File: config.mk
export PLATFORM = sky130hd
export DESIGN_NAME = dot8_mac_pipe_flat
export DESIGN_NICKNAME = d
export VERILOG_FILES = /design/src/rtl/dot8_mac_pipe_if.sv /design/src/rtl/dot8_mac_pipe.sv /design/src/flat_wrapper.sv
export SDC_FILE = /design/constraint.sdc
export NUM_CORES = 2
export LEC_CHECK = 0
export CAP_MARGIN = 20
export CELL_PAD_IN_SITES_DETAIL_PLACEMENT = 1
export CELL_PAD_IN_SITES_GLOBAL_PLACEMENT = 2
export CORE_MARGIN = 3
export CORE_UTILIZATION = 40
export CTS_CLUSTER_DIAMETER = 80
export CTS_CLUSTER_SIZE = 8
export DETAILED_ROUTE_END_ITERATION = 10
export GPL_TIMING_DRIVEN = 0
export PLACE_DENSITY = 0.89
export SETUP_SLACK_MARGIN = 0.1
export SLEW_MARGIN = 0
export SYNTH_ARGS = -nofsm -noshare
export SYNTH_HDL_FRONTEND = slang
export SYNTH_SLANG_ARGS = --single-unit
File: constraint.sdc
create_clock -name clk -period 34.5 [get_ports clk]
set_input_delay 10.35 -clock clk [delete_from_list [all_inputs] [get_ports clk]]
set_output_delay 10.35 -clock clk [all_outputs]
set_load 0.01 [all_outputs]
File: src/rtl/dot8_mac_pipe_if.sv
// Execute-request and result channels of the DOT8 processing element.
// The slave modport is the PE side; master is the issuing/consuming side.
interface dot8_mac_pipe_if #(
    parameter int unsigned NUM_LANES = 4,
    parameter int unsigned TAG_WIDTH = 64
);
    logic                      exe_valid;
    logic                      exe_ready;
    logic [NUM_LANES*32-1:0]   exe_rs1;
    logic [NUM_LANES*32-1:0]   exe_rs2;
    logic [NUM_LANES*32-1:0]   exe_rs3;
    logic [TAG_WIDTH-1:0]      exe_tag;

    logic                      res_valid;
    logic                      res_ready;
    logic [NUM_LANES*32-1:0]   res_data;
    logic [TAG_WIDTH-1:0]      res_tag;

    modport master (
        output exe_valid, exe_rs1, exe_rs2, exe_rs3, exe_tag, res_ready,
        input  exe_ready, res_valid, res_data, res_tag
    );

    modport slave (
        input  exe_valid, exe_rs1, exe_rs2, exe_rs3, exe_tag, res_ready,
        output exe_ready, res_valid, res_data, res_tag
    );
endinterface

File: src/rtl/dot8_mac_pipe.sv
// Pipelined signed int8 4-way dot product per lane with the issue tag delayed in lockstep.
// Define DOT8_ACC_EN to add exe_rs3 (modulo 2^32) into each lane result.
module dot8_mac_pipe #(
    parameter int unsigned NUM_LANES = 4,
    parameter int unsigned LATENCY   = 2,
    parameter int unsigned TAG_WIDTH = 64
) (
    input logic            clk,
    input logic            reset,
    dot8_mac_pipe_if.slave bus
);
    localparam int unsigned DW = NUM_LANES * 32;

    if (LATENCY < 1 || LATENCY > 3) begin : g_bad_latency
        $error("dot8_mac_pipe: LATENCY must be in 1..3");
    end

    function automatic logic [15:0] mul8(input logic [7:0] a, input logic [7:0] b);
        logic signed [15:0] sa;
        logic signed [15:0] sb;
        sa = {{8{a[7]}}, a};
        sb = {{8{b[7]}}, b};
        return sa * sb;
    endfunction

    function automatic logic [31:0] sext16(input logic [15:0] v);
        return {{16{v[15]}}, v};
    endfunction

    function automatic logic [31:0] sext17(input logic [16:0] v);
        return {{15{v[16]}}, v};
    endfunction

    logic                 stall;
    logic [LATENCY-1:0]   valid_q;
    logic [TAG_WIDTH-1:0] tag_q [LATENCY];
    logic [DW-1:0]        res_q;
    logic [DW-1:0]        acc_in;
    logic [15:0]          prod [NUM_LANES][4];

`ifdef DOT8_ACC_EN
    assign acc_in = bus.exe_rs3;
`else
    logic unused_rs3;
    assign acc_in     = '0;
    assign unused_rs3 = ^bus.exe_rs3;
`endif

    // Bubbles are not collapsed: the whole pipe freezes on a blocked output.
    assign stall         = valid_q[LATENCY-1] & ~bus.res_ready;
    assign bus.exe_ready = ~stall;
    assign bus.res_valid = valid_q[LATENCY-1];
    assign bus.res_data  = res_q;
    assign bus.res_tag   = tag_q[LATENCY-1];

    always_comb begin
        for (int l = 0; l < NUM_LANES; l++) begin
            for (int k = 0; k < 4; k++) begin
                prod[l][k] = mul8(bus.exe_rs1[32*l+8*k +: 8], bus.exe_rs2[32*l+8*k +: 8]);
            end
        end
    end

    always_ff @(posedge clk or posedge reset) begin
        if (reset) begin
            valid_q <= '0;
            for (int i = 0; i < LATENCY; i++) begin
                tag_q[i] <= '0;
            end
        end else if (!stall) begin
            valid_q[0] <= bus.exe_valid;
            tag_q[0]   <= bus.exe_tag;
            for (int i = 1; i < LATENCY; i++) begin
                valid_q[i] <= valid_q[i-1];
                tag_q[i]   <= tag_q[i-1];
            end
        end
    end

    if (LATENCY == 1) begin : g_lat1
        always_ff @(posedge clk or posedge reset) begin
            if (reset) begin
                res_q <= '0;
            end else if (!stall) begin
                for (int l = 0; l < NUM_LANES; l++) begin
                    res_q[32*l +: 32] <= acc_in[32*l +: 32]
                                       + sext16(prod[l][0]) + sext16(prod[l][1])
                                       + sext16(prod[l][2]) + sext16(prod[l][3]);
                end
            end
        end
    end else if (LATENCY == 2) begin : g_lat2
        logic [15:0]   prod_q [NUM_LANES][4];
        logic [DW-1:0] acc_q;

        always_ff @(posedge clk or posedge reset) begin
            if (reset) begin
                for (int l = 0; l < NUM_LANES; l++) begin
                    for (int k = 0; k < 4; k++) begin
                        prod_q[l][k] <= '0;
                    end
                end
                acc_q <= '0;
                res_q <= '0;
            end else if (!stall) begin
                for (int l = 0; l < NUM_LANES; l++) begin
                    for (int k = 0; k < 4; k++) begin
                        prod_q[l][k] <= prod[l][k];
                    end
                    res_q[32*l +: 32] <= acc_q[32*l +: 32]
                                       + sext16(prod_q[l][0]) + sext16(prod_q[l][1])
                                       + sext16(prod_q[l][2]) + sext16(prod_q[l][3]);
                end
                acc_q <= acc_in;
            end
        end
    end else if (LATENCY == 3) begin : g_lat3
        logic [15:0]   prod_q [NUM_LANES][4];
        logic [16:0]   pair_q [NUM_LANES][2];
        logic [DW-1:0] acc1_q;
        logic [DW-1:0] acc2_q;

        always_ff @(posedge clk or posedge reset) begin
            if (reset) begin
                for (int l = 0; l < NUM_LANES; l++) begin
                    for (int k = 0; k < 4; k++) begin
                        prod_q[l][k] <= '0;
                    end
                    pair_q[l][0] <= '0;
                    pair_q[l][1] <= '0;
                end
                acc1_q <= '0;
                acc2_q <= '0;
                res_q  <= '0;
            end else if (!stall) begin
                for (int l = 0; l < NUM_LANES; l++) begin
                    for (int k = 0; k < 4; k++) begin
                        prod_q[l][k] <= prod[l][k];
                    end
                    pair_q[l][0] <= {prod_q[l][0][15], prod_q[l][0]}
                                  + {prod_q[l][1][15], prod_q[l][1]};
                    pair_q[l][1] <= {prod_q[l][2][15], prod_q[l][2]}
                                  + {prod_q[l][3][15], prod_q[l][3]};
                    res_q[32*l +: 32] <= acc2_q[32*l +: 32]
                                       + sext17(pair_q[l][0]) + sext17(pair_q[l][1]);
                end
                acc1_q <= acc_in;
                acc2_q <= acc1_q;
            end
        end
    end
endmodule

File: src/flat_wrapper.sv
// flat-port wrapper written by rule: the top's interface ports become plain ports
module dot8_mac_pipe_flat 
#(
    parameter int unsigned NUM_LANES = 4,
    parameter int unsigned LATENCY   = 2,
    parameter int unsigned TAG_WIDTH = 64
)
  (clk, reset, bus_exe_valid, bus_exe_rs1, bus_exe_rs2, bus_exe_rs3, bus_exe_tag, bus_res_ready, bus_exe_ready, bus_res_valid, bus_res_data, bus_res_tag);
  dot8_mac_pipe_if #(.NUM_LANES(NUM_LANES), .TAG_WIDTH(TAG_WIDTH)) bus_i ();
  input logic clk;
  input logic reset;
  input wire logic [$bits(bus_i.exe_valid)-1:0] bus_exe_valid;
  input wire logic [$bits(bus_i.exe_rs1)-1:0] bus_exe_rs1;
  input wire logic [$bits(bus_i.exe_rs2)-1:0] bus_exe_rs2;
  input wire logic [$bits(bus_i.exe_rs3)-1:0] bus_exe_rs3;
  input wire logic [$bits(bus_i.exe_tag)-1:0] bus_exe_tag;
  input wire logic [$bits(bus_i.res_ready)-1:0] bus_res_ready;
  output wire logic [$bits(bus_i.exe_ready)-1:0] bus_exe_ready;
  output wire logic [$bits(bus_i.res_valid)-1:0] bus_res_valid;
  output wire logic [$bits(bus_i.res_data)-1:0] bus_res_data;
  output wire logic [$bits(bus_i.res_tag)-1:0] bus_res_tag;
  assign bus_i.exe_valid = bus_exe_valid;
  assign bus_i.exe_rs1 = bus_exe_rs1;
  assign bus_i.exe_rs2 = bus_exe_rs2;
  assign bus_i.exe_rs3 = bus_exe_rs3;
  assign bus_i.exe_tag = bus_exe_tag;
  assign bus_i.res_ready = bus_res_ready;
  assign bus_exe_ready = bus_i.exe_ready;
  assign bus_res_valid = bus_i.res_valid;
  assign bus_res_data = bus_i.res_data;
  assign bus_res_tag = bus_i.res_tag;
  dot8_mac_pipe #(.NUM_LANES(NUM_LANES), .LATENCY(LATENCY), .TAG_WIDTH(TAG_WIDTH)) u_core (.clk(clk), .reset(reset), .bus(bus_i));
endmodule
==> qor.txt <==
Outcome -> finished clean
CTS tree -> built
Setup crit start kind -> input pin
Post-route design area -> 76140 sq um
Clock Tree Buf Depth -> 3
Fin crit period -> 24.73 ns
Worst Path Arrival -> 14.38 ns
CTS HTree Levels -> 3
Busiest grt layer -> met2
Pwr per Cell Area -> 116.1 nW/um^2
CP Data Required Time -> 24.15 ns
Syn_area_per_cell -> 9.041 sq um
P&R area growth vs syn -> 16.70%
Clock slew at reported path FFs -> 0.05 ns
Num Clock Sinks -> 514
First-pass GRT wire length -> 327.1 mm
CTS Buf Count -> 80
Wire per inst -> 20.56 um
Relative slew slack -> 19.68%
Iteration-0 DRC Markers -> 2302
Initial antenna violation count -> 13
Dpl cell area -> 73660 sq um
Pin count of the biggest net entering global routing -> 119
Fin nets -> 9849
Synth async-reset ratio -> 100.0%
Peak VDD IR -> 0.1077 mV
# DRC -> 0
Vias per std cell -> 5.037
Max Freq -> 40.43 MHz
Die area -> 168000 sq um
Met2 Track Usage GR -> 43.60%
Hold buffers post-CTS -> 0
All-Layer GR Usage -> 24.99%
Fill cell count -> 18790
Wirelength, routed -> 206.3 mm
Post-synth cell types -> 72
Worst-path maximum fanout -> 10
Syn Inst Count -> 7216
Initial Util -> 40.45%
Die Span X -> 409.9 um
CP Class -> in2out
Vias in the first global route -> 57270
Netlist Area Pre-Place -> 65240 sq um
Core ar. -> 161300 sq um
Yosys warning count -> 0
DR pass1 iterations -> 7
Layout Skew -> 0.05747 ns
Fin. max-slew vios -> 0
Hold Path Class -> reg2reg
Post-placement cell count -> 9922
TNS Setup -> 0 ns
Core Rows -> 147
Post-Layout Cell Count -> 10030
Post-synth EDFFs -> 0
Skew-Pair Late Insertion Delay -> 0.71 ns
Seq/Total Area, Yosys -> 19.71%
Worst slew pin tran -> 1.205 ns
Post-CTS Setup Bufs -> 0
M3 GR Usage -> 4.350%
Layout cells sized above 1 -> 3.050%
Port Buffers -> 517
Post-route setup slack -> 9.767 ns
Leakage -> 37.72 nW
Pre-CTS worst setup slack -> 9.851 ns
Dominant synthesized flop cell -> dfrtp_1
Post-DP HPWL -> 173.4 mm
Placer's final routability congestion estimate -> 0.8815
Die Ht -> 409.9 um
# setup viols final -> 0
Clock Tree Root -> clkbuf_16
CP Capture Type -> output port
Antenna-violating nets left -> 0
Max cap viols -> 0
Final Cycle Share -> 71.69%
Count of boundary I/O pins -> 646
RSZ-0062 raised after global routing -> false
Post-CTS Resized -> 0
Syn nets -> 9220
Final Hold Fails -> 0
GR Overflow Total -> 0
Via Count -> 50530
Met1 usage -> 31.84%
#FFs+latches synth -> 514
-- state kept, by name (all words and copies together), names as in the netlist --
| name | count |
|---|---|
| u_core.bus.res_tag | 64 |
| u_core.tag_q | 64 |
| u_core.valid_q | 2 |
| u_core.bus.res_data | 128 |
| u_core.g_lat2.prod_q | 256 |
-- per-layer routing --
layer / part of all wire [%] / wire length [um] / vias up
met5: 0.019 / 39 / -
met4: 3.1 / 6323 / 6
met3: 5.1 / 10440 / 220
met2: 49 / 101600 / 936
met1: 43 / 87930 / 26020
li1: - / - / 23350
-- report_power, final --
group / internal (mW) / total (mW) / switching [mW]
Combinational: 2.94 / 6.95 / 4.01
Clock: 0.472 / 0.789 / 0.317
Sequential: 0.917 / 1.10 / 0.183
Total: 4.33 / 8.84 / 4.51
-- final timing paths --
kind / slack [ns] / to / start / cells past startpoint
max: 9.77 / bus_exe_ready / bus_res_ready / 8
max reg2reg: 29.30 / u_core.bus.res_data[63] / u_core.g_lat2.prod_q[160] / 18
min in group asynchronous: 9.95 / u_core.tag_q[105] / reset / 2
min reg2reg: 0.46 / u_core.tag_q[71] / u_core.tag_q[71] / 2
max in group asynchronous: 22.63 / u_core.g_lat2.prod_q[77] / reset / 5
min: 0.46 / u_core.tag_q[71] / u_core.tag_q[71] / 2
-- cell usage after synthesis, drive strengths merged, types with 14 or more instances --
library cell	number	area share [%]
dfrtp	514	20
a21boi	25	0.29
fa	956	29
o211ai	26	0.30
xnor2	217	2.9
a211oi	30	0.37
clkbuf	106	0.61
o21ai	271	2.1
a21o	58	0.67
o21a	66	0.76
or3	28	0.27
nand2	998	5.7
xor2	100	1.3
a31oi	14	0.13
buf	68	0.76
nor2	347	2.0
nand2b	124	1.2
a21oi	277	2.1
nand3	42	0.32
a31o	18	0.24
nor3	24	0.18
inv	1440	8.3
o21bai	15	0.17
and2	654	6.3
nor2b	48	0.46
ha	596	11
o31ai	31	0.36
-- through the flow --
step / power (mW) / util, % / hold WS [ns]
global route: 9.760 / 47.20 / 0.4704
global placement: 7.739 / 45.33 / 0.4483
finish: 8.839 / 47.20 / 0.4618
detailed placement: 8.024 / 45.67 / 0.4560
floorplan: 5.939 / - / 0.4300
CTS: 8.886 / 47.19 / 0.4666
-- cell type report --
type | count | area [sq um] | share of cell area [%]
diodes | 3 | 7.507 | 0.009860
repair buffers | 547 | 5707 | 7.495
plain buffers | 174 | 897.1 | 1.178
flip-flops and latches | 514 | 12860 | 16.89
inverters | 1441 | 5416 | 7.114
multi-input cells | 5087 | 46090 | 60.53
well taps | 2160 | 2703 | 3.550
clock inverters | 15 | 337.8 | 0.4437
clock buffers | 92 | 2118 | 2.782
-- cell families (layout without fill, tap and decap cells) --
group	count (synthesis)	after routing	synth area share [%]
AND/OR/NAND/NOR	2305	2305	16.88
XOR/XNOR	317	317	4.256
adder cells (fa/ha/maj)	1552	1552	40.76
multiplexers	4	4	0.06712
flip-flops	514	514	19.71
buffers and inverters	1615	2269	9.660
other	0	3	0
AO/OA/AOI/OAI	909	909	8.661
-- critical path, cell delays in order --
cell and delay, ns:
clkdlybuf4s50_1 0.48, nor2b_1 0.05, clkbuf_1 0.19, clkinv_1 0.25
clkbuf_1 0.74, clkbuf_1 0.96, clkbuf_1 0.61, clkdlybuf4s50_1 0.73
-- cell usage in the layout (no fill, tap or decap), types with 11 or more instances in the layout --
cell and instances:
nor2b_1 48, nand2_1 998, a211oi_1 27, a31o_2 17
a21o_1 58, or3_1 28, o211ai_1 26, and2_1 654
dfrtp_1 514, o21a_1 66, o21bai_1 15, and3_1 12
nand2b_1 124, nor3_1 23, xnor2_1 217, a31oi_1 14
clkbuf_1 109, o21ai_1 28, a21oi_1 275, ha_1 596
clkbuf_16 81, a41o_1 11, o21ai_0 240, clkdlybuf4s50_1 517
nand3_1 42, inv_1 1439, o31ai_1 30, o22ai_1 12
a21boi_0 21, nor2_1 347, fa_1 956, buf_8 17
xor2_1 100, buf_4 64
(Power assumes the default switching activity.)
